### src/rtl/run_sequencer_pkg.sv
// Shared types and defaults for the run sequencer.
// The TOUT state exists only when RUN_SEQ_WATCHDOG_EN is defined.
package run_seq_pkg;

  localparam int          CNT_W_DEF      = 16;
  localparam int unsigned WDOG_LIMIT_DEF = 32'h0000_FFF0;
  localparam int          RUNCNT_W       = 8;

`ifdef RUN_SEQ_WATCHDOG_EN
  typedef enum logic [2:0] {IDLE, ARMED, RUN, DONE, TOUT} run_state_t;
`else
  typedef enum logic [2:0] {IDLE, ARMED, RUN, DONE} run_state_t;
`endif

endpackage

### src/rtl/run_sequencer_if.sv
// Start/Ack handshake and performance counters between the top level and the sequencer.
interface run_sequencer_if #(
  parameter int CNT_W = 16
);

  logic                              Start;
  logic                              CoreAck;
  logic                              Run;
  logic                              PCReset;
  logic                              Ack;
  logic                              Timeout;
  logic [CNT_W-1:0]                  CycleCount;
  logic [run_seq_pkg::RUNCNT_W-1:0]  RunCount;

  modport master (
    output Start, CoreAck,
    input  Run, PCReset, Ack, Timeout, CycleCount, RunCount
  );

  modport slave (
    input  Start, CoreAck,
    output Run, PCReset, Ack, Timeout, CycleCount, RunCount
  );

endinterface

### src/rtl/run_sequencer_sat_counter.sv
// Up-counter with synchronous clear that sticks at all-ones instead of wrapping.
module sat_counter #(
  parameter int W = 16
) (
  input  logic         Clk,
  input  logic         Reset,
  input  logic         clr,
  input  logic         inc,
  output logic [W-1:0] o_count
);

  logic [W-1:0] r_count;

  always_ff @(posedge Clk) begin
    if (Reset || clr) begin
      r_count <= '0;
    end else if (inc && (r_count != {W{1'b1}})) begin
      r_count <= r_count + 1'b1;
    end
  end

  assign o_count = r_count;

endmodule

### src/rtl/run_sequencer.sv
// Run/halt controller: turns Start/CoreAck into Moore issue-enable, PC reset and Ack.
// Define RUN_SEQ_WATCHDOG_EN to abort runs that exceed WDOG_LIMIT cycles (TOUT state).
module run_sequencer
  import run_seq_pkg::*;
#(
  parameter int          CNT_W      = CNT_W_DEF,
  parameter int unsigned WDOG_LIMIT = WDOG_LIMIT_DEF
) (
  input  logic          Clk,
  input  logic          Reset,
  run_sequencer_if.slave bus
);

  run_state_t            r_state;
  run_state_t            w_next;
  logic [RUNCNT_W-1:0]   r_run_cnt;
  logic [CNT_W-1:0]      w_cycle;
  logic                  w_run_start;

`ifdef RUN_SEQ_WATCHDOG_EN
  localparam logic [CNT_W-1:0] WDOG_CMP = CNT_W'(WDOG_LIMIT);
`endif

  always_ff @(posedge Clk) begin
    if (Reset) begin
      r_state <= IDLE;
    end else begin
      r_state <= w_next;
    end
  end

  // Start always wins over CoreAck (and the watchdog) so a run can be aborted.
  always_comb begin
    w_next = r_state;
    unique case (r_state)
      IDLE:  if (bus.Start) w_next = ARMED;
      ARMED: if (!bus.Start) w_next = RUN;
      RUN: begin
        if (bus.Start) begin
          w_next = ARMED;
        end else if (bus.CoreAck) begin
          w_next = DONE;
`ifdef RUN_SEQ_WATCHDOG_EN
        end else if (w_cycle == WDOG_CMP) begin
          w_next = TOUT;
`endif
        end
      end
      DONE:  if (bus.Start) w_next = ARMED;
`ifdef RUN_SEQ_WATCHDOG_EN
      TOUT:  if (bus.Start) w_next = ARMED;
`endif
      default: w_next = IDLE;
    endcase
  end

  always_comb begin
    bus.Run     = 1'b0;
    bus.PCReset = 1'b0;
    bus.Ack     = 1'b0;
    bus.Timeout = 1'b0;
    unique case (r_state)
      ARMED: bus.PCReset = 1'b1;
      RUN:   bus.Run     = 1'b1;
      DONE:  bus.Ack     = 1'b1;
`ifdef RUN_SEQ_WATCHDOG_EN
      TOUT: begin
        bus.Ack     = 1'b1;
        bus.Timeout = 1'b1;
      end
`endif
      default: ;
    endcase
  end

  sat_counter #(.W(CNT_W)) u_cycle_cnt (
    .Clk     (Clk),
    .Reset   (Reset),
    .clr     (r_state == ARMED),
    .inc     (r_state == RUN),
    .o_count (w_cycle)
  );

  assign w_run_start = (r_state == ARMED) && !bus.Start;

  always_ff @(posedge Clk) begin
    if (Reset) begin
      r_run_cnt <= '0;
    end else if (w_run_start) begin
      r_run_cnt <= r_run_cnt + 1'b1;
    end
  end

  assign bus.CycleCount = w_cycle;
  assign bus.RunCount   = r_run_cnt;

endmodule

### src/flat_wrapper.sv
// flat-port wrapper written by rule: the top's interface ports become plain ports
module run_sequencer_flat import run_seq_pkg::*;
#(
  parameter int          CNT_W      = CNT_W_DEF,
  parameter int unsigned WDOG_LIMIT = WDOG_LIMIT_DEF
)
  (Clk, Reset, bus_Start, bus_CoreAck, bus_Run, bus_PCReset, bus_Ack, bus_Timeout, bus_CycleCount, bus_RunCount);
  run_sequencer_if #(.CNT_W(CNT_W)) bus_i ();
  input  logic Clk;
  input  logic Reset;
  input wire logic [$bits(bus_i.Start)-1:0] bus_Start;
  input wire logic [$bits(bus_i.CoreAck)-1:0] bus_CoreAck;
  output wire logic [$bits(bus_i.Run)-1:0] bus_Run;
  output wire logic [$bits(bus_i.PCReset)-1:0] bus_PCReset;
  output wire logic [$bits(bus_i.Ack)-1:0] bus_Ack;
  output wire logic [$bits(bus_i.Timeout)-1:0] bus_Timeout;
  output wire logic [$bits(bus_i.CycleCount)-1:0] bus_CycleCount;
  output wire logic [$bits(bus_i.RunCount)-1:0] bus_RunCount;
  assign bus_i.Start = bus_Start;
  assign bus_i.CoreAck = bus_CoreAck;
  assign bus_Run = bus_i.Run;
  assign bus_PCReset = bus_i.PCReset;
  assign bus_Ack = bus_i.Ack;
  assign bus_Timeout = bus_i.Timeout;
  assign bus_CycleCount = bus_i.CycleCount;
  assign bus_RunCount = bus_i.RunCount;
  run_sequencer #(.CNT_W(CNT_W), .WDOG_LIMIT(WDOG_LIMIT)) u_core (.Clk(Clk), .Reset(Reset), .bus(bus_i));
endmodule
### config.mk
export PLATFORM = sky130hd
export DESIGN_NAME = run_sequencer_flat
export DESIGN_NICKNAME = d
export VERILOG_FILES = /design/src/rtl/run_sequencer_pkg.sv /design/src/rtl/run_sequencer_if.sv /design/src/rtl/run_sequencer_sat_counter.sv /design/src/rtl/run_sequencer.sv /design/src/flat_wrapper.sv
export SDC_FILE = /design/constraint.sdc
export NUM_CORES = 1
export LEC_CHECK = 0
export CORE_UTILIZATION = 49
export DETAILED_ROUTE_END_ITERATION = 10
export PLACE_DENSITY = 0.79
export REMOVE_ABC_BUFFERS = 1
export SYNTH_ARGS = -nofsm -noshare
export SYNTH_HDL_FRONTEND = slang
export SYNTH_SLANG_ARGS = --single-unit
export TNS_END_PERCENT = 100
### constraint.sdc
create_clock -name Clk -period 1.9 [get_ports Clk]
set_clock_uncertainty 0.1 [all_clocks]
set_input_delay 0.19 -clock Clk [delete_from_list [all_inputs] [get_ports Clk]]
set_output_delay 0.19 -clock Clk [all_outputs]
set_load 0.1 [all_outputs]
# Word-level counts from Yosys, hierarchy flattened
# Cells that the tools add are included.
[totals] out_inout_bits=28 reg_bits=27
[op_classes] mux=8 reduce_logical=7 add_sub_neg=2 eq_ne=7
[ops] cell="$add 16x1->16 const B" n=1
[ops] cell="$ne 16x16->1 const B" n=1
[ops] cell="$mux 3" n=4
[ops] cell="$pmux 3 s3" n=1
[ops] cell="$add 8x1->8 const B" n=1
[ops] cell="$eq 3x2->1 const B" n=2
[ops] cell="$eq 3x1->1 const B" n=1
[ops] cell="$logic_not 3->1" n=1
[ops] cell="$mux 1" n=3
[ops] cell="$ne 3x3->1 const B" n=1
[ops] cell="$reduce_and 3->1" n=1
[ops] cell="$logic_and 1x1->1" n=2
[ops] cell="$ne 2x1->1 const B" n=1
[ops] cell="$ne 2x2->1 const B" n=1
[ops] cell="$reduce_or 2->1" n=1
[ops] cell="$logic_not 1->1" n=1
[ops] cell="$logic_or 1x1->1" n=1

# Depth between registers and ports, before layout
[logic_depth] depth_word=4 depth_mapped=7

# Modules after synthesis
# Synthesis repeated with hierarchy kept, for this count alone.
[unflattened] cells_unflattened=154 hier_area_um2=1381.3
[modules_own_cells] module="sat_counter" cells_per_inst=95 seq_area_each_um2=320.3 area_each_um2=847.1 instances=1
[modules_own_cells] module="run_sequencer" cells_per_inst=59 seq_area_each_um2=200.2 area_each_um2=534.3 instances=1

# Least setup slack after synthesis
# No wires, ideal clock.
[synth_path] path_type="flip-flop to flip-flop" from="register u_core.r_state[1]" to="register u_core.u_cycle_cnt.r_count[10] (netlist: u_core.u_cycle_cnt.o_count[10])" path_stages_with_launch=7 slack_ns=-0.785 arrival_time_ns=2.469 path_cell_list="dfxtp_1 > ha_1 > buf_2 > nand4_2 > a311oi_2 > a31oi_1 > a41o_1"
[synth_between] elab_chain_len=2
[synth_rtl] item="start, declared" line_no="run_sequencer.sv:14" rtl="run_state_t r_state;"
[synth_rtl] item="start signal, assigned" line_no="run_sequencer.sv:28" rtl="r_state <= w_next;"
[synth_rtl] item="$eq 3x2->1 / $eq 3x1->1 (equally long branches)" line_no="run_sequencer.sv:80, run_sequencer.sv:79"
[synth_rtl] item="$logic_and 1x1->1 / $logic_or 1x1->1 (equally long branches)" line_no="run_sequencer_sat_counter.sv:17, run_sequencer_sat_counter.sv:15"
[synth_rtl] item="end signal, assigned" line_no="run_sequencer_sat_counter.sv:18" rtl="r_count <= r_count + 1'b1;"
[synth_rtl] item="end, declared" line_no="run_sequencer_sat_counter.sv:12" rtl="logic [W-1:0] r_count;"
# Several ways; a longest one is shown, not always the timed one.
# A chain may end at the register's enable or synchronous reset.

# Worst setup path in the final report
[layout_path] from="register u_core.r_state[0]" to="register u_core.u_cycle_cnt.r_count[5] (netlist: u_core.u_cycle_cnt.o_count[5])"
# Same word-level chain as after synthesis.

==> flow_summary.json <==
{
  "grt_pass1_wl_um": 5010,
  "postRouteAntennaNets": 0,
  "tns_ns": 0,
  "hold_violations": 0,
  "coreArea_mm2": 0.00254,
  "yosys.area_share.adder_pct": 4.59,
  "synth_top_area_share_pct": 38.2,
  "status": "finished, final reports clean",
  "clk_pin_slew_ns": 0.14,
  "slew_violations": 0,
  "fill_cells": 184,
  "grtUsageMet3_pct": 4.17,
  "yosysTopAreaCell": "dfxtp_1",
  "dr.first_iter.drc_count": 40,
  "postSynthCellCount": 154,
  "grt_max_degree": 16,
  "grt-busiest-layer": "met2",
  "finalCritPeriodShare_pct": 93.6,
  "overflow": 0,
  "totalWireLength_um": 3070,
  "synth.avg_cell_area_um2": 8.85,
  "diodes": 0,
  "hold_class": "input pin to flop",
  "rows": 18,
  "seqPwrFrac_pct": 44.9,
  "place.gp.congestion": 0.807,
  "crit_path_start_kind": "flop",
  "synth_xor_area_share_pct": 5.14,
  "path_max_fanout": 6,
  "hpwl_um": 2310,
  "synth_compound_area_share_pct": 15.7,
  "cts-root-buf": "clkbuf_4",
  "firstDrtPassIters": 4,
  "total_power_mw": 1.29,
  "ys_seq_area_share_pct": 38.2,
  "clkLatencyLatePin_ns": 0.33,
  "drt-vias-per-instance": 5.74,
  "ctsHoldBuffers": 0,
  "p_leak_nw": 0.839,
  "syn-cell-area_mm2": 0.00136,
  "dp.cells": 219,
  "port_buffers": 30,
  "drive_gt1_share_pct": 31.3,
  "yosys-top-cells-area": "dfxtp_1 (38%), nor2_1 (4.7%), ha_1 (4.6%)",
  "synth_cell_types": 43,
  "antenna_found_initial": 0,
  "cp_data_arrival_time_ns": 1.94,
  "critPathRequiredTime_ns": 2.06,
  "ios": 32,
  "period_needed_ns": 1.78,
  "hold_ws_ns": 0.387,
  "numCtsBuffers": 3,
  "internal_power_uw": 884,
  "synth_top_family_by_area": "simple AND/OR/NAND/NOR gates",
  "final_core_util_pct": 76.4,
  "swShare_pct": 31.4,
  "drc": 0,
  "fmax_mhz": 562,
  "cts_tree": "done",
  "routedWlPerCell_um": 13.6,
  "fp.dieW_um": 54.7,
  "clock-sinks": 26,
  "ys_ff_latch": 26,
  "crit_type": "flop to flop",
  "start_util_pct": 53.5,
  "grtUsageMet1_pct": 29.3,
  "setup_violations": 0,
  "synth-simple-area-share_pct": 30.0,
  "final_common_cell": "buf_4",
  "areaGrowthSynthToFinish_pct": 42.7,
  "switchingPower_uw": 405,
  "multi_input_area_um2": 800,
  "final_cells": 225,
  "die_y_um": 54.7,
  "track_usage_pct": 23.2,
  "nNetsFinal": 205,
  "die_area_mm2": 0.00300,
  "met2_usage_pct": 40.2,
  "vdd_drop_max_uv": 638,
  "grt_pass1_vias": 1118,
  "end_kind": "flop",
  "p_comb_share_pct": 25.4,
  "p_clk_share_pct": 29.7,
  "maxCapViolCount": 0,
  "pwr_density_cell_mw_per_mm2": 663,
  "ctsHtreeMaxLevel": 1,
  "cts.path.max_buffers": 2,
  "vias": 1291,
  "final-seq-area_um2": 524,
  "synthMuxAreaShare_pct": 1.47,
  "mostFrequentLayoutCells": "buf_4 (29), dfxtp_1 (23), nor2_1 (17), buf_12 (13), nand2_1 (10)",
  "ys_warn_count": 0
}
-- flip-flops by register name, indices dropped and copies added, names as in the netlist --
name and cells:
u_core.bus.RunCount 8, u_core.u_cycle_cnt.o_count 16, u_core.r_state 2
-- per-stage QoR --
| stage | setup WS [ns] | area, um2 |
|---|---|---|
| after global routing | -0.00831 | 1940 |
| after detailed placement | 0.0417 | 1850 |
| after floorplan | -0.712 | 1320 |
| final | 0.121 | 1940 |
| after CTS | 0.0115 | 1910 |
| after global placement | 0.146 | 1850 |
-- routing by layer --
layer / vias to the layer above / routed length (um)
met2: 31 / 1580
met5: - / 0
li1: 643 / -
met4: 0 / 20
met1: 613 / 1350
met3: 4 / 123
-- power groups by stage --
stage / clock network, mW / logic, mW / registers [mW]
final: 0.383 / 0.328 / 0.579
after global routing: 0.412 / 0.353 / 0.581
after CTS: 0.389 / 0.320 / 0.576
after detailed placement: 0 / 0.318 / 0.588
after global placement: 0 / 0.312 / 0.585
after floorplan: 0 / 0.175 / 0.629
-- final timing paths --
kind / startpoint / slack [ns] / cells past startpoint / to
worst min register to register: u_core.u_cycle_cnt.o_count[0] / 0.44 / 2 / u_core.u_cycle_cnt.o_count[0]
worst max-delay path: u_core.r_state[0] / 0.12 / 6 / u_core.u_cycle_cnt.o_count[5]
worst max register to register: u_core.r_state[0] / 0.12 / 6 / u_core.u_cycle_cnt.o_count[5]
worst min-delay path: bus_Start / 0.39 / 2 / u_core.r_state[1]
-- worst max-delay path: stages (launching register included) --
cell,delay [ns]
dfxtp_1,0.36
inv_1,0.12
ha_4,0.18
and3_1,0.18
nand3_1,0.16
or4_1,0.44
a21oi_1,0.17
-- Yosys cell counts, drive strengths merged --
cell and instances:
a221oi 1, o21bai 1, o31ai 2, or4 2, or3 4, o211a 1, nand4 8, conb 1
nor2b 1, a21oi 9, a2111oi 1, a311oi 2, dfxtp 26, inv 6, nand3b 2, o21ai 4
buf 4, a41oi 2, and3 4, nor2 17, a41o 3, mux2i 2, nand2 10, a31oi 3
nor3 7, or2 2, ha 5, nor4 2, xor2 6, nand3 7, xnor2 2, or3b 1
clkbuf 4, o41ai 1, and4 1
-- repair_timing --
item,in CTS,in global routing
gates resized for setup,0,7
setup buffers,0,2
endpoints found under the setup margin,0,9
-- layout make-up --
class | count | share of cell area, %
Multi-Input combinational cell | 114 | 41.1
Sequential cell | 26 | 27.0
Timing Repair Buffer | 45 | 26.1
Tap cell | 30 | 1.93
Clock inverter | 1 | 1.54
Clock buffer | 3 | 1.16
Inverter | 6 | 1.16
-- logic make-up after synthesis --
| logic type | Yosys count |
|---|---|
| other cells | 1 |
| buf+inv | 14 |
| xor+xnor | 8 |
| flops | 26 |
| fa+ha+maj | 5 |
| mux | 2 |
| compound gates | 30 |
| simple gates | 68 |
(Power assumes the default switching activity.)
